==> src/rtl/inference_sequencer.sv <==
// inference_sequencer: streams one stored frame into the CNN, waits for its
// scores, runs a sequential signed argmax and reports class, score and the
// number of busy cycles. Control registers reset asynchronously; the captured
// score array and running maximum are plain data registers.
module inference_sequencer #(
    parameter int DATA_WIDTH     = 16,
    parameter int NUM_CLASSES    = 15,
    parameter int NUM_PIXELS     = 50176,
    parameter int TIMEOUT_CYCLES = 2000000,
    parameter int ADDR_W         = $clog2(NUM_PIXELS),
    parameter int CLS_W          = $clog2(NUM_CLASSES)
) (
    input  logic                              clk,
    input  logic                              rst,
    input  logic                              start,
    output logic                              busy,
    output logic                              mem_rd_en,
    output logic [ADDR_W-1:0]                 mem_addr,
    input  logic [DATA_WIDTH-1:0]             mem_rd_data,
    output logic                              nn_en,
    output logic [DATA_WIDTH-1:0]             nn_pixel,
    input  logic [NUM_CLASSES*DATA_WIDTH-1:0] nn_scores,
    input  logic                              nn_valid,
    output logic                              done,
    output logic                              timeout,
    output logic [CLS_W-1:0]                  pred_class,
    output logic [DATA_WIDTH-1:0]             pred_score,
    output logic [31:0]                       cycle_count
);

    localparam int                WAIT_W    = $clog2(TIMEOUT_CYCLES + 1);
    localparam logic [ADDR_W-1:0] LAST_ADDR = ADDR_W'(NUM_PIXELS - 1);
    localparam logic [CLS_W-1:0]  LAST_CLS  = CLS_W'(NUM_CLASSES - 1);
    localparam logic [WAIT_W-1:0] LAST_WAIT = WAIT_W'(TIMEOUT_CYCLES - 1);

    typedef enum logic [2:0] {
        S_IDLE,
        S_STREAM,
        S_WAIT,
        S_ARGMAX,
        S_DONE
    } state_t;

    state_t                       r_state;
    state_t                       w_state_next;
    logic [ADDR_W-1:0]            r_addr;
    logic [WAIT_W-1:0]            r_wait;
    logic [CLS_W-1:0]             r_cls;
    logic [31:0]                  r_cnt;
    logic                         r_nn_en;
    logic signed [DATA_WIDTH-1:0] r_score [NUM_CLASSES];
    logic signed [DATA_WIDTH-1:0] r_max;
    logic [CLS_W-1:0]             r_idx;
    logic                         r_timeout;
    logic [CLS_W-1:0]             r_pred_class;
    logic [DATA_WIDTH-1:0]        r_pred_score;
    logic [31:0]                  r_cycle_count;

    logic                         w_busy;
    logic                         w_capture;
    logic                         w_timeout_hit;
    logic                         w_argmax_last;
    logic signed [DATA_WIDTH-1:0] w_cand;
    logic signed [DATA_WIDTH-1:0] w_max_next;
    logic [CLS_W-1:0]             w_idx_next;

    // Saturating increment for the busy-cycle counter.
    function automatic logic [31:0] sat_inc(input logic [31:0] v);
        return (v == 32'hFFFF_FFFF) ? v : v + 32'd1;
    endfunction

    // State register.
    always_ff @(posedge clk or posedge rst) begin
        if (rst) begin
            r_state <= S_IDLE;
        end else begin
            r_state <= w_state_next;
        end
    end

    // Next-state logic and state-decoded strobes.
    always_comb begin
        w_state_next  = r_state;
        w_busy        = 1'b0;
        w_capture     = 1'b0;
        w_timeout_hit = 1'b0;
        w_argmax_last = 1'b0;
        mem_rd_en     = 1'b0;
        done          = 1'b0;
        case (r_state)
            S_IDLE: begin
                if (start) w_state_next = S_STREAM;
            end
            S_STREAM: begin
                w_busy    = 1'b1;
                mem_rd_en = 1'b1;
                if (r_addr == LAST_ADDR) w_state_next = S_WAIT;
            end
            S_WAIT: begin
                w_busy = 1'b1;
                if (nn_valid) begin
                    w_capture    = 1'b1;
                    w_state_next = S_ARGMAX;
                end else if (r_wait == LAST_WAIT) begin
                    w_timeout_hit = 1'b1;
                    w_state_next  = S_DONE;
                end
            end
            S_ARGMAX: begin
                w_busy = 1'b1;
                if (r_cls == LAST_CLS) begin
                    w_argmax_last = 1'b1;
                    w_state_next  = S_DONE;
                end
            end
            S_DONE: begin
                done         = 1'b1;
                w_state_next = S_IDLE;
            end
            default: w_state_next = S_IDLE;
        endcase
    end

    // One argmax step: strict signed greater-than keeps the lowest index on ties.
    always_comb begin
        w_cand     = r_score[r_cls];
        w_max_next = r_max;
        w_idx_next = r_idx;
        if (w_cand > r_max) begin
            w_max_next = w_cand;
            w_idx_next = r_cls;
        end
    end

    // Address, wait and class counters, burst enable and busy-cycle counter.
    always_ff @(posedge clk or posedge rst) begin
        if (rst) begin
            r_addr  <= '0;
            r_wait  <= '0;
            r_cls   <= CLS_W'(1);
            r_cnt   <= '0;
            r_nn_en <= 1'b0;
        end else begin
            r_nn_en <= mem_rd_en;
            if (r_state == S_STREAM && r_addr != LAST_ADDR) r_addr <= r_addr + 1'b1;
            else                                            r_addr <= '0;
            if (r_state == S_WAIT) r_wait <= r_wait + 1'b1;
            else                   r_wait <= '0;
            if (r_state == S_ARGMAX) r_cls <= r_cls + 1'b1;
            else                     r_cls <= CLS_W'(1);
            if (w_busy)                  r_cnt <= sat_inc(r_cnt);
            else if (r_state == S_IDLE)  r_cnt <= '0;
        end
    end

    // Score capture and running maximum (data only, no reset needed).
    always_ff @(posedge clk) begin
        if (w_capture) begin
            for (int i = 0; i < NUM_CLASSES; i++) begin
                r_score[i] <= nn_scores[i*DATA_WIDTH +: DATA_WIDTH];
            end
            r_max <= nn_scores[DATA_WIDTH-1:0];
            r_idx <= '0;
        end else if (r_state == S_ARGMAX) begin
            r_max <= w_max_next;
            r_idx <= w_idx_next;
        end
    end

    // Result registers: loaded on entry to DONE, held until the next DONE.
    always_ff @(posedge clk or posedge rst) begin
        if (rst) begin
            r_timeout     <= 1'b0;
            r_pred_class  <= '0;
            r_pred_score  <= '0;
            r_cycle_count <= '0;
        end else begin
            if (r_state == S_IDLE && start) r_timeout <= 1'b0;
            if (w_timeout_hit) begin
                r_timeout     <= 1'b1;
                r_pred_class  <= '0;
                r_pred_score  <= '0;
                r_cycle_count <= sat_inc(r_cnt);
            end else if (w_argmax_last) begin
                r_pred_class  <= w_idx_next;
                r_pred_score  <= w_max_next;
                r_cycle_count <= sat_inc(r_cnt);
            end
        end
    end

    // The memory read register supplies the data delay; gating keeps the
    // pixel bus at zero outside the burst and during reset.
    assign busy        = w_busy;
    assign mem_addr    = r_addr;
    assign nn_en       = r_nn_en;
    assign nn_pixel    = r_nn_en ? mem_rd_data : '0;
    assign timeout     = r_timeout;
    assign pred_class  = r_pred_class;
    assign pred_score  = r_pred_score;
    assign cycle_count = r_cycle_count;

endmodule

==> config.mk <==
export PLATFORM = sky130hd
export DESIGN_NAME = inference_sequencer
export DESIGN_NICKNAME = d
export VERILOG_FILES = /design/src/rtl/inference_sequencer.sv
export SDC_FILE = /design/constraint.sdc
export NUM_CORES = 1
export LEC_CHECK = 0
export ABC_AREA = 1
export CORE_AREA = 2 2 215 217
export CTS_BUF_LIST = sky130_fd_sc_hd__clkbuf_8
export CTS_CLUSTER_SIZE = 30
export DETAILED_ROUTE_END_ITERATION = 7
export DIE_AREA = 0 0 217 219
export SLEW_MARGIN = 20
export SYNTH_ARGS = -nofsm -noshare
export SYNTH_HDL_FRONTEND = slang
export SYNTH_SLANG_ARGS = --single-unit
==> constraint.sdc <==
create_clock -name clk -period 6 [get_ports clk]
set_input_delay 0.6 -clock clk [delete_from_list [all_inputs] [get_ports clk]]
set_output_delay 0.6 -clock clk [all_outputs]
set_load 0.02 [all_outputs]
# Word-level counts from Yosys, hierarchy flattened
# Memory sizes are Yosys's and may differ from the RTL's.
# Cells that the tools add are included.
# classes
addsub	4
order_cmp	1
eq_ne	13
muxes	37
n_reduce_logical	9
# ops
cell	n
$mux 32	5
$mux 16	7
$add 32x1->32 const B	1
$eq 32x32->1 const B	1
$add 21x1->21 const B	1
$eq 21x21->1 const B	1
$mux 21	1
$add 16x1->16 const B	1
$eq 16x16->1 const B	1
$gt 16x16->1	1
$mux 4	4
$ne 16x16->1 const B	1
$mux 3	5
$mux 1	14
$pmux 3 s4	1
$reduce_bool 2->1	4
$eq 3x2->1 const B	2
$ne 2x2->1 const B	3
$add 4x1->4 const B	1
$eq 4x4->1 const B	1
$reduce_and 4->1	1
$eq 3x1->1 const B	1
$eq 3x3->1 const B	1
$logic_not 3->1	1
3 further kinds	4
# totals
elab_cells	77
regBits	150
ramBits	240
out_inout_bits	89
input_bits	260
mem_count	1
# memory_table
name	depth	width	rd	rd_clocked_by_memory_dff	wr	line_no	text
r_score	15	16	1	0	15	51	logic signed [DATA_WIDTH-1:0] r_score [NUM_CLASSES];

# Depth between registers and ports, before layout
# Gate-level depths: netlist (run 1).
# depth
depth_word	5
mapped_depth	26
ltp_nobuf	23

# Least setup slack after synthesis (run 1)
# No wires, ideal clock.
# synth_path
path_kind	reg-to-reg
startpoint	reg r_state[2]
endpoint	mem r_score[0][0] (enable)
path_buffers	1
synth_period_minus_slack_ps	4421
slack_ps	1579
required_ps	5502
setup_ps	498
arrival_ps	3923
path_stages_with_launch	7
cell_sequence	dfrtp_1 > inv_2 > nand2_4 > nor2_4 > nand2_1 > inv_2 > buf_2
# synth_lines
item	line_no	text
start, declared	44	state_t r_state;
start signal, assigned	77	r_state <= w_state_next;
end, declared	51	

# Worst setup path in the final report (run 1)
# layout_path
startpoint	reg r_cls[0]
endpoint	reg r_max[9] (data pin)
# layout_between
elab_chain_len	5
# layout_rtl
item	line_no	text
start, declared	48	logic [CLS_W-1:0] r_cls;
start signal, assigned	149	if (r_state == S_ARGMAX) r_cls <= r_cls + 1'b1;
$mem_v2 15x16 (*)	-	
$gt 16x16->1	129	if (w_cand > r_max) begin
$mux 16 (*)	129	
$mux 16 (*)	164	end else if (r_state == S_ARGMAX) begin
$mux 16 (*)	158	if (w_capture) begin
end signal, assigned	162	r_max <= nn_scores[DATA_WIDTH-1:0];
end signal, assigned	165	r_max <= w_max_next;
end, declared	52	logic signed [DATA_WIDTH-1:0] r_max;
# Mark *: on every way between the ends. The rest lies on a longest branch, timed or not. The select of a mux whose other input is x is not followed.
# A chain may end at the register's enable or synchronous reset.

==> results of run 1 <==
worst paths after layout:
path	cells past startpoint	slack, ns	end	start
max	15	0.87	r_max[9]	r_cls[0]
min	2	0.46	r_idx[3]	r_idx[3]
max reg2reg	15	0.87	r_max[9]	r_cls[0]
min reg2reg	2	0.46	r_idx[3]	r_idx[3]
max in group asynchronous	3	4.03	r_cnt[18]	rst
min in group asynchronous	2	0.49	r_wait[17]	rst
worst reg2reg max path: cells and delay by family (launching register included):
kind,cells,cell delay (ns)
adders and majority gates,1,0.29
DFF,1,0.63
AOI/OAI and AO/OA,1,0.23
buffers and inverters,2,1.17
and+or+nand+nor,11,2.68
placed cells by master (no fill, tap or decap), types with 3 or more instances in the layout:
cell type	count
a21oi_1	45
a21oi_2	7
a31oi_1	16
buf_4	8
clkbuf_8	74
clkdlybuf4s50_1	348
clkinv_1	8
clkinv_2	6
clkinvlp_4	3
dfrtp_1	129
dfxtp_1	4
diode_2	9
edfxtp_1	256
ha_1	21
inv_1	182
inv_2	31
nand2_1	494
nand2_2	18
nand2_4	4
nand3_1	131
nand3_2	3
nand4_1	33
nor2_1	203
nor2_2	4
nor2_4	4
nor3_1	35
nor3_2	4
nor3b_1	3
nor4_1	3
o211ai_1	16
o21ai_0	74
o21ai_1	13
o21ai_2	5
o22ai_1	6
o22ai_2	4
xor2_1	31
logic make-up after synthesis:
kind of cell    count (synthesis)  synth area share (%)
fa+ha+maj                      21                  1.47
flops                         390                  61.6
xor+xnor                       33                  1.62
buf+inv                       268                  6.34
simple gates                  945                  22.8
compound gates                191                  6.22
power by group through the flow:
stage / sequential, W / clock, W / combinational (W)
after global routing: 0.00349 / 0.00249 / 0.00335
after global placement: 0.00350 / 0 / 0.00290
final: 0.00346 / 0.00230 / 0.00294
after CTS: 0.00346 / 0.00238 / 0.00296
after floorplan: 0.00350 / 0 / 0.00205
after detailed placement: 0.00351 / 0 / 0.00295
sequential cells by signal (all words and copies together), names as in the netlist:
register     cells
r_idx            4
r_cnt           32
nn_en            1
r_max           16
pred_score      16
r_cls            4
timeout          1
r_score        240
r_state          3
pred_class       4
cycle_count     32
mem_addr        16
r_wait          21
metrics by stage:
stage / setup WS, ns / area, sq um / util, % / instances / hold WS [ns]
6_report: 0.867 / 23100 / 51.3 / 2858 / 0.461
3_5_place_dp: 1.09 / 21800 / 48.4 / 2729 / 0.452
5_1_grt: 0.169 / 23100 / 51.3 / 2858 / 0.486
2_1_floorplan: 1.58 / 17900 / - / 1848 / 0.426
4_1_cts: 1.08 / 23100 / 51.2 / 2849 / 0.463
3_3_place_gp: 1.16 / 21800 / 48.4 / 2729 / 0.436
metal layers:
layer	track usage [%]	routed length (microns)	vias up
met4	8.86	1290	6
li1	-	-	6863
met1	28.2	21900	6508
met5	0	39	-
met3	4.55	3410	91
met2	35.5	24500	494
area by class of cell:
type                       instances  area, sq um  area share, %
sequential                       390        11000           47.7
multi-input combinational       1190         5740           24.8
clock buffer                      74         1020           4.40
tap                              600          751           3.25
antenna                            9         22.5         0.0974
clock inverter                    46          253           1.09
inverter                         191          731           3.16
timing repair buffer             358         3580           15.5
==> flow_metrics.py, run 1 <==
metrics = {
    "critical_path": {
        "crit_path_end_kind": "flop",
        "crit_path_start_kind": "flop",
        "cp.arrival_ns": 5.61,
        "max_stage_delay_ns": 0.79,
        "cpMaxStageDelayCell": "nand3_1",
        "cp_top_family": "simple AND/OR/NAND/NOR gates",
        "crit_chain": "clkinv_2 -> buf_4 -> o21ai_0 -> nand3_1 -> nand2_1 -> nand2_2 -> ha_1 -> nand4_1 -> nor3_1 -> nand2_1 -> nand3_1 -> nand3_1 -> nand2_1 -> nand3_1 -> nand2_1",
        "path_buf_inv": 2,
        "crit_fanout": 57,
        "required_ns": 6.48,
        "worstSetupPathType": "reg -> reg",
    },
    "logic_synthesis": {
        "synthDominantCellAreaShare_pct": 43.0,
        "syn_area_sq_um": 17900,
        "ys_ff_latch": 390,
        "synth.area.top_cells": "edfxtp_1 (43%), dfrtp_1 (18%), nand2_1 (10%)",
        "synth_edf_count": 256,
        "synth_cell_types": 46,
        "synth.net_count": 2129,
        "yosys_warnings": 0,
        "synth_ff_type": "edfxtp_1",
        "synth_top_cell_by_area": "edfxtp_1",
        "synthArstFlopShare_pct": 33.3,
        "yosysMostFrequentCell": "nand2_1",
        "avgSynthCellArea_sq_um": 9.68,
        "synth_seq_area_share_pct": 61.6,
        "synthTopCellsByCount": "nand2_1 (494), edfxtp_1 (256), nor2_1 (204)",
        "postSynthCellCount": 1848,
    },
    "global_route": {
        "grt_max_degree": 154,
        "antenna_found_initial": 12,
        "grt_pass1_wl_mm": 78.6,
        "grt_pass1_vias": 13961,
        "grtUsageTotal_pct": 21.7,
        "gr-total-overflow": 0,
    },
    "sta": {
        "fmax_mhz": 195,
        "tns_ns": 0,
        "skew_ns": 0.0248,
        "finalCritPeriodShare_pct": 85.5,
        "setup_viol": 0,
        "relSlewSlack_pct": 30.9,
        "rsz0062_at_grt": "no",
        "drv_slew": 0,
        "final-hold-violation-count": 0,
        "fin_crit_ns": 5.13,
        "worst_slew_pin_slew_ns": 1.04,
    },
    "clock_tree": {
        "root_buffer": "clkbuf_8",
        "post-cts-setup-buffers": 0,
        "clock_latency_ns": 0.61,
        "numCtsBuffers": 68,
        "tritoncts": "built",
        "cts.htree.levels": 3,
        "cts_hold_buffers": 0,
        "cts_sinks": 390,
        "clock_path_buffers": 3,
        "clk_pin_slew_ns": 0.06,
        "postCtsResizedCells": 0,
    },
    "drt": {
        "vias_per_cell": 4.89,
        "wl_mm": 51.2,
        "avgRoutedWirePerCell_microns": 17.9,
        "num_vias": 13962,
        "drt_first_pass_iters": 5,
        "drt_iter0_markers": 1152,
        "ant_nets": 0,
        "post-route-drc-count": 0,
    },
    "hold_path": {
        "min_path_type": "reg -> reg",
    },
    "outcome": {
        "status": "complete, no violations",
    },
    "floorplanning": {
        "initial_core_util_pct": 39.7,
        "io_pins": 349,
        "die_area_sq_um": 47500,
        "num_rows": 78,
        "dieWidth_microns": 217,
        "die_h_microns": 219,
        "core_sq_um": 45100,
    },
    "power": {
        "power.switching_w": 0.00319,
        "ir_worst_vdd_mv": 0.254,
        "sw_frac_of_total_pct": 36.7,
        "clockPowerShare_pct": 26.5,
        "finalPower_w": 0.00870,
        "pwr_density_cell_nw_per_um2": 376,
        "power_frac_comb_pct": 33.8,
        "seq_power_share_pct": 39.7,
        "power.internal_w": 0.00550,
        "p_leak_nw": 9.55,
    },
    "cells_and_area": {
        "fillCellCount": 4181,
        "nNetsFinal": 2480,
        "syn2layout_area_growth_pct": 29.2,
        "drive_gt1_share_pct": 8.49,
    },
    "run": {
        "cap_violations": 0,
    },
    "placed_design": {
        "port_buffers": 348,
        "gp_congestion": 0.888,
        "dp_hpwl_mm": 36.7,
    },
}
No activity file was read; power rests on OpenSTA's default activity.
==> inputs of run 2 (changes only) <==
--- a/config.mk
+++ b/config.mk
@@ -8,6 +8,7 @@
 export ABC_AREA = 1
 export CORE_AREA = 2 2 215 217
 export CTS_BUF_LIST = sky130_fd_sc_hd__clkbuf_8
+export CTS_CLUSTER_DIAMETER = 40
 export CTS_CLUSTER_SIZE = 30
 export DETAILED_ROUTE_END_ITERATION = 7
 export DIE_AREA = 0 0 217 219
==> run 2 against run 1 <==
Net effect:
- critical path depth did not move
- clock skew rose by 0.013 ns
- combinational power barely moved
- critical path type unchanged
- die area did not move
- sequential power barely moved
- first-iteration DRC count fell by 5.0%
- global-route usage fell by 0.14 points
- count of clock-buffer cells in the layout fell by 15
- non-clock buffer count did not move
- setup slack improved by 0.022 ns
- final area rose by 0.72%
==> flow_metrics.py, run 2 (synthesis gave the netlist of run 1 again) <==
metrics = {
    "outcome": {
        "status": "complete, no violations",
    },
    "drt": {
        "wl_met2_mm": 24.4,
        "top_layer": "met5",
        "ant_nets": 0,
        "drt_iter0_markers": 1094,
        "route.met3.wl_mm": 3.32,
        "wl_mm": 51.0,
        "avgRoutedWirePerCell_microns": 17.9,
        "met1_length_mm": 22.1,
        "drt_first_pass_iters": 5,
        "vias_per_cell": 4.87,
        "num_vias": 13844,
        "post-route-drc-count": 0,
    },
    "clock_tree": {
        "tritoncts": "built",
        "clk_pin_slew_ns": 0.07,
        "clock_latency_ns": 0.67,
        "clock_path_buffers": 3,
        "numCtsBuffers": 58,
        "postCtsResizedCells": 0,
        "cts.htree.levels": 2,
        "post-cts-setup-buffers": 0,
        "root_buffer": "clkbuf_8",
        "cts_hold_buffers": 0,
        "cts_sinks": 390,
    },
    "critical_path": {
        "crit_fanout": 57,
        "worstSetupPathType": "reg -> reg",
        "required_ns": 6.52,
        "crit_path_start_kind": "flop",
        "cp.arrival_ns": 5.63,
        "r2r_cells": 15,
        "crit_path_end_kind": "flop",
    },
    "global_route": {
        "grtUsageTotal_pct": 21.6,
        "grt_max_degree": 154,
        "grt_pass1_wl_mm": 78.4,
        "antenna_found_initial": 11,
        "grt_pass1_vias": 13897,
        "gr-total-overflow": 0,
    },
    "floorplanning": {
        "core_sq_um": 45100,
        "io_pins": 349,
        "die_h_microns": 219,
        "initial_core_util_pct": 39.7,
        "dieWidth_microns": 217,
        "die_area_sq_um": 47500,
        "num_rows": 78,
    },
    "cells_and_area": {
        "nNetsFinal": 2470,
        "final_common_cell": "nand2_1",
        "largest_reg_flops": 240,
        "syn2layout_area_growth_pct": 30.2,
        "final_cell_mix": "nand2_1 (494), clkdlybuf4s50_1 (348), edfxtp_1 (256)",
        "drive_gt1_share_pct": 9.43,
        "regMostFlops": "r_score",
    },
    "hold_path": {
        "min_path_type": "in -> async",
    },
    "placed_design": {
        "port_buffers": 348,
        "dp_hpwl_mm": 36.7,
        "gp_congestion": 0.888,
    },
    "power": {
        "p_leak_nw": 9.52,
        "pwr_density_cell_nw_per_um2": 388,
        "finalPower_w": 0.00904,
        "ir_worst_vdd_mv": 0.258,
    },
    "sta": {
        "finalCritPeriodShare_pct": 85.2,
        "final-hold-violation-count": 0,
        "skew_ns": 0.0377,
        "tns_ns": 0,
        "rsz0062_at_grt": "no",
        "relSlewSlack_pct": 32.2,
        "setup_viol": 0,
        "worst_slew_pin_slew_ns": 1.01,
        "drv_slew": 0,
        "fin_crit_ns": 5.11,
        "fmax_mhz": 196,
    },
    "run": {
        "cap_violations": 0,
    },
}
-- run 2: final timing paths --
| path | from | end | slack [ns] |
|---|---|---|---|
| worst min-delay path | rst | r_wait[17] | 0.46 |
| min in group clk | r_idx[1] | r_idx[1] | 0.46 |
| worst min register to register | r_idx[1] | r_idx[1] | 0.46 |
| worst max register to register | r_cls[0] | r_max[9] | 0.89 |
| worst max-delay path | r_cls[0] | r_max[9] | 0.89 |
| max in group asynchronous | rst | r_cnt[16] | 4.08 |
-- run 2: stage by stage --
stage | worst slack, ns | cells | util [%] | hold slack [ns] | cell area [sq um]
after floorplan | 1.58 | 1848 | - | 0.426 | 17900
after global placement | 1.16 | 2729 | 48.4 | 0.436 | 21800
after detailed placement | 1.09 | 2729 | 48.4 | 0.452 | 21800
after CTS | 1.07 | 2837 | 51.6 | 0.431 | 23300
after global routing | 0.158 | 2844 | 51.7 | 0.452 | 23300
final | 0.889 | 2844 | 51.7 | 0.460 | 23300
-- run 2: layer usage --
metal / GRT usage (%) / vias to the layer above
met1: 28.1 / 6467
met2: 35.8 / 469
met3: 4.23 / 68
met4: 7.90 / 6
met5: 0 / -
li1: - / 6834
-- run 2: report_power, final --
part           switching [W]  internal [W]
clock                0.00123       0.00143
sequential          0.000132       0.00332
combinational        0.00197      0.000957
-- run 2: final cells by class --
class	count	area, sq um
clock buffers	59	812
fillers	4149	21800
flip-flops and latches	390	11000
well taps	600	751
multi-input cells	1190	5740
inverters	191	731
diodes	7	17.5
repair buffers	358	3580
clock inverters	49	631
-- run 2: worst max-delay path: stages (launching register included) --
cell	delay, ns
dfstp_4	0.64
clkinv_2	0.65
buf_4	0.52
o21ai_0	0.20
nand3_1	0.11
nand2_1	0.10
nand2_2	0.08
ha_1	0.32
nand4_1	0.10
nor3_1	0.29
nand2_1	0.15
nand3_1	0.53
nand3_1	0.79
nand2_1	0.28
nand3_1	0.10
nand2_1	0.09
==> RTL change 1, RTL diff (flow settings as in run 2) <==
Change the parameter `TIMEOUT_CYCLES` from 2000000 to 500000.
--- a/src/rtl/inference_sequencer.sv
+++ b/src/rtl/inference_sequencer.sv
@@ -8,3 +8,3 @@
     parameter int NUM_PIXELS     = 50176,
-    parameter int TIMEOUT_CYCLES = 2000000,
+    parameter int TIMEOUT_CYCLES = 500000,
     parameter int ADDR_W         = $clog2(NUM_PIXELS),
Behaviour: no difference found for any inputs over 4 cycles, from zero or initial values and one cycle with rst high; that may be too few to reach the edited logic, so the function may still have changed.
==> RTL change 1 against run 2 <==
- sequential cell count fell by 2
- cell area shrank 0.92%
- worst setup slack improved by 500 ps
- sequential share of layout area is 0.22 points higher
- die area unchanged
- fmax up 11%
- combinational power fell by 13%
- power shrank 4.3%
- clock skew up 1.9 ps
- wire length grew 3.8%
- cell count stayed put
- synthesized area down 1.5%
- largest cell class unchanged
==> RTL change 1: results (changes against run 2) <==
sequential fraction of the synthesis area 0.623 (was 0.616); Static Leak 9.49 nW (was 9.52 nW); largest net degree at the start of global routing 113 (was 154); drt first pass iters 5 (unchanged); GR Util All Layers 0.221 (was 0.216); CP max FO 65 (was 57); Resized Gates After CTS 0 (unchanged); arrival time at the worst endpoint 5140 ps (was 5630 ps); H-Tree Depth 2 (unchanged); reg2reg setup slack 1390 ps (was 890 ps); # fillers 4155 (was 4149); Max VDD drop 0.194 mV (was 0.258 mV); via density per instance 4.95 (was 4.87); Clk pin slew, worst setup/hold paths 90 ps (was 70 ps); Netlist cell types 41 (was 46); Clock Skews 39.6 ps (was 37.7 ps); ys flop type edfxtp_1 (unchanged); Port Buffer Count 348 (unchanged); commonest cells in the netlist 499 x nand2_1, 256 x edfxtp_1, 211 x nor2_1 (was 494 x nand2_1, 256 x edfxtp_1, 204 x nor2_1); Synth area leaders edfxtp_1 44%, dfrtp_1 18%, nand2_1 11% (was edfxtp_1 43%, dfrtp_1 18%, nand2_1 10%); Clock Path Buffers 3 (unchanged); root buffer cell clkbuf_8 (unchanged); status finished clean (unchanged); FF-to-FF path depth 20 (was 15); internal power 5.49 mW (was 5.71 mW); Reg with most FFs r_score (unchanged); Synth Warn # 0 (unchanged); first-pass GRT wire length 80.0 mm (was 78.4 mm); gpl congestion 0.909 (was 0.888); DR iter-0 viols 1217 (was 1094); # nets final 2469 (was 2470); worst slew margin relative to its limit 0.340 (was 0.322); clock latency on the worst-skew pair 700 ps (was 670 ps); CP Launch Point r_cls[0] (unchanged); number of synthesized flops with an enable pin 256 (unchanged); Largest register FFs 240 (unchanged); Avg Cell Area, Syn 9.60 sq um (was 9.68 sq um); crit path to r_max[11] (was r_max[9]); syn_nets 2116 (was 2129); initial antenna violation count 5 (was 11); Post-synth ARST share 0.330 (was 0.333); layout cells sized above 1 0.0764 (was 0.0943); placed insts 2726 (was 2729); Post CTS Setup Buffer Count 0 (unchanged); vias in the first global route 13800 (was 13900); total length of routed wires 52.9 mm (was 51.0 mm); wire length per cell 18.6 um (was 17.9 um); dpl hpwl 38.4 mm (was 36.7 mm); Hold Path Class in2async (unchanged); total CTS buffers 60 (was 58)
[RTL change 1: changes by cell type in the layout (fill, tap and decap cells not counted), moves of 6 or more]
cell            run 2  this run
inv_2              31        12
o21ai_1            13         7
nand2_2            18         2
inv_1             156       177
buf_4               8        21
a21oi_2             7         0
nor3_1             35        28
nor2_1            203       211
o21ai_0            74        84
a21oi_1            45        52
[RTL change 1: worst min path at each step]
stage                   start         endpoint  slack [ps]  cells after the start
6_report                  rst  cycle_count[26]         420                      2
5_1_grt        nn_scores[200]   r_score[12][8]         420                      1
4_1_cts         nn_scores[63]   r_score[3][15]         400                      1
3_5_place_dp         r_idx[1]         r_idx[1]         440                      2
3_3_place_gp         r_idx[1]         r_idx[1]         440                      2
2_1_floorplan        r_idx[0]         r_idx[0]         430                      2
[RTL change 1: power by group through the flow]
stage	clock network [mW]	registers, mW	logic [mW]
global placement	0	3.53	2.51
finish	2.62	3.48	2.55
floorplan	0	3.49	1.69
CTS	2.69	3.48	2.54
global route	2.81	3.52	2.86
detailed placement	0	3.54	2.53
[RTL change 1: critical path: stages (launching register included)]
cell	delay, ps
dfstp_4	1030
inv_2	310
buf_4	350
nand2_1	110
nand3_1	70
nand2_1	80
nor2_1	120
nand2_1	120
nand2_1	80
ha_1	290
a21oi_1	190
nor2_1	60
nor2_1	170
nand2_1	90
nand2_1	90
nand2_1	50
nand2_1	70
nand3_1	620
nand2_1	310
nand3_1	100
nand2_1	90
[RTL change 1: area by class of cell]
class                   instances  area (sq um)  area share
clock inverters                53           607      0.0263
clock buffers                  60           826      0.0358
repair buffers                370          3660       0.159
flip-flops and latches        388         11000       0.476
inverters                     189           722      0.0313
diodes                          5          12.5    0.000542
well taps                     600           751      0.0325
multi-input cells            1179          5520       0.239
[RTL change 1: per-stage QoR]
step / cell area [sq um] / hold WS (ps) / setup WS (ps)
floorplan: 17600 / 426 / 1430
global placement: 21600 / 436 / 1550
detailed placement: 21600 / 439 / 1510
CTS: 23100 / 402 / 1480
global route: 23100 / 417 / 1030
finish: 23100 / 421 / 1390
[RTL change 1: cell families (layout without fill, tap and decap cells)]
logic type	count (synthesis)	count (layout)	synth area share
DFF	388	388	0.623
xor gates and xnor gates	31	31	0.0154
AOI/OAI and AO/OA	199	199	0.0630
adders and majority gates	21	21	0.0149
and+or+nand+nor	928	928	0.220
buffers and inverters	268	672	0.0640
other	0	5	0
[RTL change 1: metal layers]
| layer | part of all wire | wire length, um | track usage | vias up |
|---|---|---|---|---|
| li1 | - | - | - | 6811 |
| met1 | 0.43 | 22900 | 0.294 | 6647 |
| met2 | 0.47 | 24600 | 0.357 | 524 |
| met3 | 0.070 | 3690 | 0.0471 | 103 |
| met4 | 0.031 | 1640 | 0.0826 | 0 |
| met5 | 0 | 0 | 0 | - |
==> RTL change 2, RTL diff (settings of run 2) <==
Without the edit above. Put a register stage on the outputs `busy` and `nn_pixel`, without a reset. The values now appear one clock later. The other outputs are not delayed to match. Comments in the files are not updated.
--- a/src/rtl/inference_sequencer.sv
+++ b/src/rtl/inference_sequencer.sv
@@ -193,6 +193,8 @@
     // pixel bus at zero outside the burst and during reset.
-    assign busy        = w_busy;
     assign mem_addr    = r_addr;
     assign nn_en       = r_nn_en;
-    assign nn_pixel    = r_nn_en ? mem_rd_data : '0;
+    always_ff @(posedge clk) begin
+        busy     <= w_busy;
+        nn_pixel <= r_nn_en ? mem_rd_data : '0;
+    end
     assign timeout     = r_timeout;
Function: changed (Yosys sat finds a counterexample within 4 cycles, from zero or initial values and one cycle with rst high).
==> RTL change 2 against run 2 <==
- worst setup slack better by 350 ps
- wire length is 2.5% higher
- power is 1.1% higher
- worst hold slack worse by 150 ps
- largest power group unchanged
- synthesized area is 1.5% higher
- cell area is 0.96% higher
- highest routed layer unchanged
- sequential cell count is 17 higher
- critical path type unchanged
- sequential power is 5% higher
- largest cell class unchanged
- combinational power hardly changed
==> RTL change 2: results (changes against run 2) <==
total CTS buffers 58 (unchanged); pre-CTS WS 1260 ps (was 1090 ps); Netlist cell types 45 (was 46); Post-synth ARST share 0.319 (was 0.333); first-pass GRT wire length 79.7 mm (was 78.4 mm); dpl hpwl 37.2 mm (was 36.7 mm); initial antenna violation count 6 (was 11); Static Leak 9.66 nW (was 9.52 nW); met2 wire length 25.4 mm (was 24.4 mm); total length of routed wires 52.2 mm (was 51.0 mm); arrival time at the worst endpoint 5270 ps (was 5630 ps); status finished clean (unchanged); gpl congestion 0.932 (was 0.888); DR iter-0 viols 1263 (was 1094); commonest cells in the netlist 492 x nand2_1, 256 x edfxtp_1, 201 x nor2_1 (was 494 x nand2_1, 256 x edfxtp_1, 204 x nor2_1); CP max stage cell dfrtp_1 (was nand3_1); sequential fraction of the synthesis area 0.625 (was 0.616); Max VDD drop 0.293 mV (was 0.258 mV); Avg Cell Area, Syn 9.70 sq um (was 9.68 sq um); wire length per cell 18.2 um (was 17.9 um); Synth area leaders edfxtp_1 42%, dfrtp_1 18%, nand2_1 10% (was edfxtp_1 43%, dfrtp_1 18%, nand2_1 10%); DR WL met3 3.39 mm (was 3.32 mm); placed insts 2754 (was 2729); # nets final 2495 (was 2470); Clock Skews 39.6 ps (was 37.7 ps); # fillers 4139 (was 4149); Max stage delay on crit path 990 ps (was 790 ps); worst slew margin relative to its limit 0.303 (was 0.322); CP max FO 49 (was 57); met1 wire length 21.3 mm (was 22.1 mm); Post CTS Setup Buffer Count 0 (unchanged); largest net degree at the start of global routing 149 (was 154); syn_nets 2154 (was 2129); drt first pass iters 6 (was 5); layout cells sized above 1 0.0760 (was 0.0943); GR Util All Layers 0.222 (was 0.216); Vias 14200 (was 13800)
RTL change 2: cell count changes after synthesis, sizes merged, moves of 3 or more:
cell,change
dfxtp,+17
a31oi,+4
nor2,-3
o22ai,-4
nand2,-12
o21ai,+3
a21oi,+5
nand4,+4
xor2,-4
inv,+5
RTL change 2: stage by stage:
stage | hold slack [ps] | total power, mW | area [sq um]
finish | 305 | 9.14 | 23500
global route | 318 | 9.73 | 23500
CTS | 272 | 9.24 | 23500
detailed placement | 439 | 6.64 | 22100
global placement | 437 | 6.57 | 22100
floorplan | 426 | 5.69 | 18200
RTL change 2: layout make-up:
class	instances	area (sq um)	share of cell area
flip-flops and latches	407	11400	0.483
inverters	198	756	0.0321
multi-input cells	1190	5650	0.240
clock inverters	45	504	0.0214
repair buffers	359	3600	0.153
well taps	600	751	0.0319
diodes	2	5.00	0.000213
clock buffers	64	881	0.0375
RTL change 2: path summary, 6_finish.rpt:
check	startpoint	slack, ps	endpoint	cells after the start
hold / removal	rst	310	cycle_count[31]	2
setup / recovery	r_cls[1]	1240	r_max[8]	15
min in group clk	r_idx[2]	450	r_idx[2]	2
hold reg to reg	r_idx[2]	450	r_idx[2]	2
setup reg to reg	r_cls[1]	1240	r_max[8]	15
max in group asynchronous	rst	4500	mem_addr[0]	3
RTL change 2: logic make-up (layout without fill, tap and decap cells):
| group | after synthesis | count (layout) | synth area share |
|---|---|---|---|
| AO/OA/AOI/OAI | 202 | 202 | 0.0614 |
| other | 0 | 2 | 0 |
| AND/OR/NAND/NOR | 938 | 938 | 0.221 |
| flip-flops | 407 | 407 | 0.625 |
| buffers and inverters | 276 | 666 | 0.0638 |
| adder cells (fa/ha/maj) | 21 | 21 | 0.0145 |
| XOR/XNOR | 29 | 29 | 0.0140 |
RTL change 2: where the power goes:
group,internal [mW],switching [mW],leakage (nW),total [mW]
registers,3.47,0.155,4.07,3.63
clock network,1.38,1.20,0.697,2.57
logic,0.976,1.96,4.89,2.94
RTL change 2: per-layer routing:
| layer | GRT usage | vias to the layer above |
|---|---|---|
| met2 | 0.372 | 516 |
| li1 | - | 6913 |
| met4 | 0.104 | 8 |
| met3 | 0.0432 | 105 |
| met1 | 0.276 | 6636 |
| met5 | 0 | - |
RTL change 2: critical path, delay by kind of cell (launching register included):
kind / cells / cell delay [ps]
and+or+nand+nor: 11 / 2020
DFF: 1 / 990
buffers and inverters: 2 / 910
adders and majority gates: 1 / 340
AOI/OAI and AO/OA: 1 / 310
